### src/rtl/sap_pkg.sv
// Shared definitions for the SAP core: opcode encodings, FSM state type and
// instruction field widths.
package sap_pkg;

   localparam int OPC_W = 4;

   localparam logic [OPC_W-1:0] OP_LDA = 4'h0;
   localparam logic [OPC_W-1:0] OP_ADD = 4'h1;
   localparam logic [OPC_W-1:0] OP_SUB = 4'h2;
   localparam logic [OPC_W-1:0] OP_STA = 4'h3;
   localparam logic [OPC_W-1:0] OP_LDI = 4'h4;
   localparam logic [OPC_W-1:0] OP_JMP = 4'h5;
   localparam logic [OPC_W-1:0] OP_JC  = 4'h6;
   localparam logic [OPC_W-1:0] OP_JZ  = 4'h7;
   localparam logic [OPC_W-1:0] OP_OUT = 4'hE;
   localparam logic [OPC_W-1:0] OP_HLT = 4'hF;

   typedef enum logic [2:0] {
      S_FETCH,
      S_DECODE,
      S_EXEC,
      S_MEM,
      S_HALT
   } state_t;

   // Opcodes that need a second memory access in the MEM state.
   function automatic logic is_mem_op(input logic [OPC_W-1:0] op);
      return (op == OP_LDA) || (op == OP_ADD) || (op == OP_SUB);
   endfunction

endpackage

### src/rtl/sap_if.sv
// Synchronous-read RAM bus between the SAP core (master) and its memory (slave).
interface sap_if #(
   parameter int DATA_W = 8,
   parameter int ADDR_W = 4
);
   logic [ADDR_W-1:0] mem_addr;
   logic [DATA_W-1:0] mem_rdata;
   logic [DATA_W-1:0] mem_wdata;
   logic              mem_we;

   modport master (
      output mem_addr,
      output mem_wdata,
      output mem_we,
      input  mem_rdata
   );

   modport slave (
      input  mem_addr,
      input  mem_wdata,
      input  mem_we,
      output mem_rdata
   );
endinterface

### src/rtl/sap_alu.sv
// Combinational add/subtract unit; carry doubles as no-borrow on subtract.
module sap_alu #(
   parameter int DATA_W = 8
) (
   input  logic [DATA_W-1:0] a,
   input  logic [DATA_W-1:0] b,
   input  logic              sub,
   output logic [DATA_W-1:0] result,
   output logic              carry,
   output logic              zero
);

   logic [DATA_W-1:0] b_eff;
   logic [DATA_W:0]   sum;

   // Two's-complement subtract: carry out of a + ~b + 1 is set exactly when a >= b.
   assign b_eff  = sub ? ~b : b;
   assign sum    = {1'b0, a} + {1'b0, b_eff} + (DATA_W+1)'(sub);
   assign result = sum[DATA_W-1:0];
   assign carry  = sum[DATA_W];
   assign zero   = (result == '0);

endmodule

### src/rtl/sap_core.sv
// Single-clock SAP core: registers, T-state FSM and ALU flag handling.
//
//   state    | meaning
//   ---------+---------------------------------------------------------
//   S_FETCH  | present PC to RAM
//   S_DECODE | latch instruction into IR, advance PC
//   S_EXEC   | execute opcode; issue operand read/write, jumps, OUT, LDI
//   S_MEM    | consume operand read for LDA/ADD/SUB, update A and flags
//   S_HALT   | stopped until reset
module sap_core
   import sap_pkg::*;
#(
   parameter int DATA_W = 8,
   parameter int ADDR_W = 4
) (
   input  logic              clk,
   input  logic              reset,
   sap_if.master             bus,
   output logic [DATA_W-1:0] out_data,
   output logic              out_valid,
   output logic              halted,
   output logic              flag_c,
   output logic              flag_z
);

   state_t            state_q, state_d;
   logic [ADDR_W-1:0] pc_q;
   logic [DATA_W-1:0] a_q;
   logic [DATA_W-1:0] ir_q;
   logic              c_q, z_q;
   logic [DATA_W-1:0] out_data_q;
   logic              out_valid_q;

   logic [OPC_W-1:0]  opcode;
   logic [ADDR_W-1:0] operand;
   logic [DATA_W-1:0] alu_result;
   logic              alu_carry;
   logic              alu_zero;

   assign opcode  = ir_q[DATA_W-1 -: OPC_W];
   assign operand = ir_q[ADDR_W-1:0];

   sap_alu #(.DATA_W(DATA_W)) u_alu (
      .a      (a_q),
      .b      (bus.mem_rdata),
      .sub    (opcode == OP_SUB),
      .result (alu_result),
      .carry  (alu_carry),
      .zero   (alu_zero)
   );

   always_ff @(posedge clk) begin
      if (reset) state_q <= S_FETCH;
      else       state_q <= state_d;
   end

   always_comb begin
      state_d = state_q;
      case (state_q)
         S_FETCH:  state_d = S_DECODE;
         S_DECODE: state_d = S_EXEC;
         S_EXEC: begin
            if (is_mem_op(opcode))     state_d = S_MEM;
            else if (opcode == OP_HLT) state_d = S_HALT;
            else                       state_d = S_FETCH;
         end
         S_MEM:    state_d = S_FETCH;
         S_HALT:   state_d = S_HALT;
         default:  state_d = S_FETCH;
      endcase
   end

   // Write strobe is gated by reset so an STA caught mid-EXEC never lands.
   always_comb begin
      bus.mem_addr = pc_q;
      bus.mem_we   = 1'b0;
      case (state_q)
         S_EXEC: begin
            if (is_mem_op(opcode) || (opcode == OP_STA)) bus.mem_addr = operand;
            if (opcode == OP_STA) bus.mem_we = ~reset;
         end
         S_MEM:   bus.mem_addr = operand;
         default: ;
      endcase
   end

   always_ff @(posedge clk) begin
      if (reset) begin
         pc_q        <= '0;
         a_q         <= '0;
         ir_q        <= '0;
         c_q         <= 1'b0;
         z_q         <= 1'b0;
         out_data_q  <= '0;
         out_valid_q <= 1'b0;
      end else begin
         out_valid_q <= 1'b0;
         case (state_q)
            S_DECODE: begin
               ir_q <= bus.mem_rdata;
               pc_q <= pc_q + ADDR_W'(1);
            end
            S_EXEC: begin
               case (opcode)
                  OP_LDI: a_q  <= DATA_W'(operand);
                  OP_JMP: pc_q <= operand;
                  OP_JC:  if (c_q) pc_q <= operand;
                  OP_JZ:  if (z_q) pc_q <= operand;
                  OP_OUT: begin
                     out_data_q  <= a_q;
                     out_valid_q <= 1'b1;
                  end
                  default: ;
               endcase
            end
            S_MEM: begin
               case (opcode)
                  OP_LDA: a_q <= bus.mem_rdata;
                  OP_ADD, OP_SUB: begin
                     a_q <= alu_result;
                     c_q <= alu_carry;
                     z_q <= alu_zero;
                  end
                  default: ;
               endcase
            end
            default: ;
         endcase
      end
   end

   assign bus.mem_wdata = a_q;
   assign out_data      = out_data_q;
   assign out_valid     = out_valid_q;
   assign halted        = (state_q == S_HALT);
   assign flag_c        = c_q;
   assign flag_z        = z_q;

endmodule

### src/flat_wrapper.sv
// flat-port wrapper written by rule: the top's interface ports become plain ports
module sap_core_flat import sap_pkg::*;
#(
   parameter int DATA_W = 8,
   parameter int ADDR_W = 4
)
  (clk, reset, out_data, out_valid, halted, flag_c, flag_z, bus_mem_addr, bus_mem_wdata, bus_mem_we, bus_mem_rdata);
  sap_if #(.DATA_W(DATA_W), .ADDR_W(ADDR_W)) bus_i ();
  input  logic clk;
  input  logic reset;
  output logic [DATA_W-1:0] out_data;
  output logic out_valid;
  output logic halted;
  output logic flag_c;
  output logic flag_z;
  output wire logic [$bits(bus_i.mem_addr)-1:0] bus_mem_addr;
  output wire logic [$bits(bus_i.mem_wdata)-1:0] bus_mem_wdata;
  output wire logic [$bits(bus_i.mem_we)-1:0] bus_mem_we;
  input wire logic [$bits(bus_i.mem_rdata)-1:0] bus_mem_rdata;
  assign bus_mem_addr = bus_i.mem_addr;
  assign bus_mem_wdata = bus_i.mem_wdata;
  assign bus_mem_we = bus_i.mem_we;
  assign bus_i.mem_rdata = bus_mem_rdata;
  sap_core #(.DATA_W(DATA_W), .ADDR_W(ADDR_W)) u_core (.clk(clk), .reset(reset), .bus(bus_i), .out_data(out_data), .out_valid(out_valid), .halted(halted), .flag_c(flag_c), .flag_z(flag_z));
endmodule
### config.mk
export PLATFORM = sky130hd
export DESIGN_NAME = sap_core_flat
export DESIGN_NICKNAME = d
export VERILOG_FILES = /design/src/rtl/sap_pkg.sv /design/src/rtl/sap_if.sv /design/src/rtl/sap_alu.sv /design/src/rtl/sap_core.sv /design/src/flat_wrapper.sv
export SDC_FILE = /design/constraint.sdc
export NUM_CORES = 1
export LEC_CHECK = 0
export BUFFER_PORTS_ARGS = -buffer_cell sky130_fd_sc_hd__buf_2
export CAP_MARGIN = 20
export CELL_PAD_IN_SITES_DETAIL_PLACEMENT = 0
export CELL_PAD_IN_SITES_GLOBAL_PLACEMENT = 2
export CORE_UTILIZATION = 37
export DETAILED_ROUTE_END_ITERATION = 16
export PLACE_DENSITY_LB_ADDON = 0.1
export SYNTH_ARGS = -nofsm -noshare
export SYNTH_HDL_FRONTEND = slang
export SYNTH_HIERARCHICAL = 1
export SYNTH_SLANG_ARGS = --single-unit
### constraint.sdc
create_clock -name clk -period 4.72 [get_ports clk]
set_input_delay 0 -clock clk [delete_from_list [all_inputs] [get_ports clk]]
set_output_delay 0 -clock clk [all_outputs]
set_load 0.01 [all_outputs]
==> impl_results.md <==
- Status: finished clean
- Register Area: 681 um2
- Routed Antenna Nets: 0
- Asr flop ratio synth: 0
- Final instance area: 2500 um2
- Routability cong.: 0.801
- Arr. time, crit path: 3540 ps
- CP required: 4950 ps
- Routed wire length: between 5000 and 6000 um
- Layout cells sized above 1: 0.218
- Sink Count: 34
- Tcrit/Tclk final: 0.703
- GRT overflow: 0
- Total number of vias: 1805
- RSZ-0062 raised after global routing: false
- Largest net degree at the start of global routing: 31
- H-tree levels: 2
- Post-route DRC violation count: 0
- Fillers: 577
- Yosys synthesis warning count: 6
- CTS Hold Buffers Added: 8
- Initial Util: 0.384
- Placeable core area: ~5500 um2
- Most frequent cells in the layout: 34 x buf_2, 34 x dfxtp_1, 28 x nor2_1, 25 x nand2_1, 19 x mux2i_1
- Crit path launch: u_core/ir_q[6]
- I/O pins: 35
- # setup viols final: 0
- Synth Register Bits: 34
- Crit. End Element: flip-flop
- R2r startpoint: u_core/ir_q[6]
- DRT iter0 DRCs: between 100 and 150
- Clk buf depth: 2
- Multi-input gate area: between 1000 and 1500 um2
- Standard-cell row count: 27
- Slew Limit Headroom: 0.507
- Max Fclk: ~300 MHz
- Post-cts resize count: 0
- Post-Synthesis Cells: around 240
- R2R cell count: 11
- EDFF count, synth: 0
- Clock Pin Slew Worst Setup and Hold Paths: around 80 ps
- Post-CTS setup buffers: 0
- Leak Pwr: 1.16 nW
- Final Skew: 13.4 ps
- I/O Buffers: 34
- Vias per cell: approximately 5.2
- Setup TNS Final: 0 ps
- Antenna diodes: 0
- Vias in the first global route: between 1500 and 2000
- Max_cap viols: 0
- CP Class: reg2reg
- Hold Path Class: in2reg
- CTS tree: built
- Min Clock Period, post-route: between 3000 and 4000 ps
- Die Height: 77.9 um
- CP Cell Sequence: nor2_1 -> and2_1 -> xor2_1 -> ha_1 -> a21o_1 -> a21o_1 -> a211o_1 -> a221o_1 -> nor4b_2 -> mux2i_1 -> nor2_1
- GR Util All Layers: 0.187
- Post-DP HPWL: 3820 um
- Crit path max fanout: 8
- Final Net Count: ~290
- Syn Area/Cell: roughly 9 um2
- Worst setup SP type: flip-flop
- Maximum vdd drop: 0.131 mV
- Router iterations before antenna repair: 4
- Die area: just over 6000 um2
- Sequential share of the synthesized area: 0.320
- Netlist cell types: 53
- First-pass GRT wire length: 8690 um
- PD cells: approximately 280 nW/um2
- Fin. max-slew vios: 0
- Least-Margin Pin Slew: 737 ps
- Critical Path Sink: u_core/flag_z
- Cts bufs inserted: 5
- Primary FF master, synth: dfxtp_1
- Drt wl/cell: 15.3 um
- CP max-delay cell: and2_1
- R2R Setup Slk: approximately 1400 ps
- Antenna violations before repair: 0
- PnR Total Power: roughly 690 uW
- Area delta synth->final: 17.4%
- Slowest stage delay, CP: approximately 480 ps
- Clk root buf: clkbuf_8
- Hold Vio Cnt, Final: 0
- Mapped Nets: between 200 and 300
- Clk_lat worst skew: 300 ps
- FF-to-FF End: u_core/flag_z
- Die width: 77.9 um
- Post-Syn Area: approximately 2100 um2
- Placed Area: about 2300 um2
-- critical path: cells and delay by family (launching register included) --
family	cells	cell delay, ps
XOR/XNOR	1	190
adder cells (fa/ha/maj)	1	290
AND/OR/NAND/NOR	4	1220
multiplexers	1	100
AO/OA/AOI/OAI	4	1020
flip-flops	1	410
-- per-stage QoR --
| stage | cells | hold slack [ps] | setup slack [ps] | utilization |
|---|---|---|---|---|
| global route | 347 | 243 | 1140 | 0.451 |
| floorplan | 236 | 136 | 1810 | - |
| global placement | 331 | 287 | 1520 | 0.420 |
| finish | 347 | 198 | 1400 | 0.451 |
| detailed placement | 331 | 286 | 1460 | 0.420 |
| CTS | 347 | 202 | 1430 | 0.451 |
-- Yosys cell counts (5+ instances only) --
| cell | number | area, um2 |
|---|---|---|
| nor2_1 | 28 | 105 |
| nand2b_1 | 5 | 31.3 |
| nor3b_1 | 5 | 37.5 |
| xor2_1 | 11 | 96.3 |
| o21ai_0 | 6 | 30.0 |
| a21oi_1 | 17 | 85.1 |
| mux2i_1 | 19 | 190 |
| nand2_1 | 25 | 93.8 |
| dfxtp_1 | 34 | 681 |
| ha_1 | 8 | 100 |
-- layer usage --
layer  routed length, um  GRT usage  vias up  part of all wire
li1                    -          -      922                 -
met1                2670      0.244      843              0.50
met2                2440      0.311       34              0.46
met3                 158     0.0388        6             0.030
met4                  55     0.0509        0             0.010
met5                   0          0        -                 0
-- cell families (layout without fill, tap and decap cells) --
logic type	after synthesis	in the layout	share of synthesized area
XOR/XNOR	13	13	0.0535
flip-flops	34	34	0.320
multiplexers	23	23	0.112
AO/OA/AOI/OAI	47	47	0.161
AND/OR/NAND/NOR	95	95	0.260
buffers and inverters	15	54	0.0376
adder cells (fa/ha/maj)	9	9	0.0564
-- cell type report --
cell class,count,area share
Multi-Input combinational cell,187,0.548
Tap cell,72,0.0360
Clock buffer,6,0.0330
Timing Repair Buffer,42,0.100
Clock inverter,2,0.00501
Inverter,4,0.00601
Sequential cell,34,0.272
-- sequential cells by signal (all words and copies together), names as in the netlist --
signal,cells
u_core/pc_q,4
u_core/state_q,3
u_core/out_valid,1
u_core/ir_q,8
u_core/flag_z,1
u_core/bus.mem_wdata,8
u_core/out_data,8
u_core/flag_c,1
-- report_power, final --
group | leakage, nW | internal (mW) | switching, mW | total [mW]
Sequential | 0.276 | 0.297 | 0.0171 | 0.314
Clock | 0.0472 | 0.117 | 0.117 | 0.235
Combinational | 0.841 | 0.0634 | 0.0822 | 0.146
Total | 1.16 | 0.478 | 0.216 | 0.694
-- how the worst min path moves through the flow --
stage                           from                 end  depth (start not counted)
floorplan           bus_mem_rdata[2]      u_core/ir_q[2]                          2
global placement    bus_mem_rdata[4]      u_core/ir_q[4]                          3
detailed placement  bus_mem_rdata[4]      u_core/ir_q[4]                          3
CTS                            reset   u_core/state_q[2]                          2
global route                   reset  u_core/out_data[7]                          2
finish                         reset   u_core/state_q[2]                          2
(Power assumes the default switching activity.)
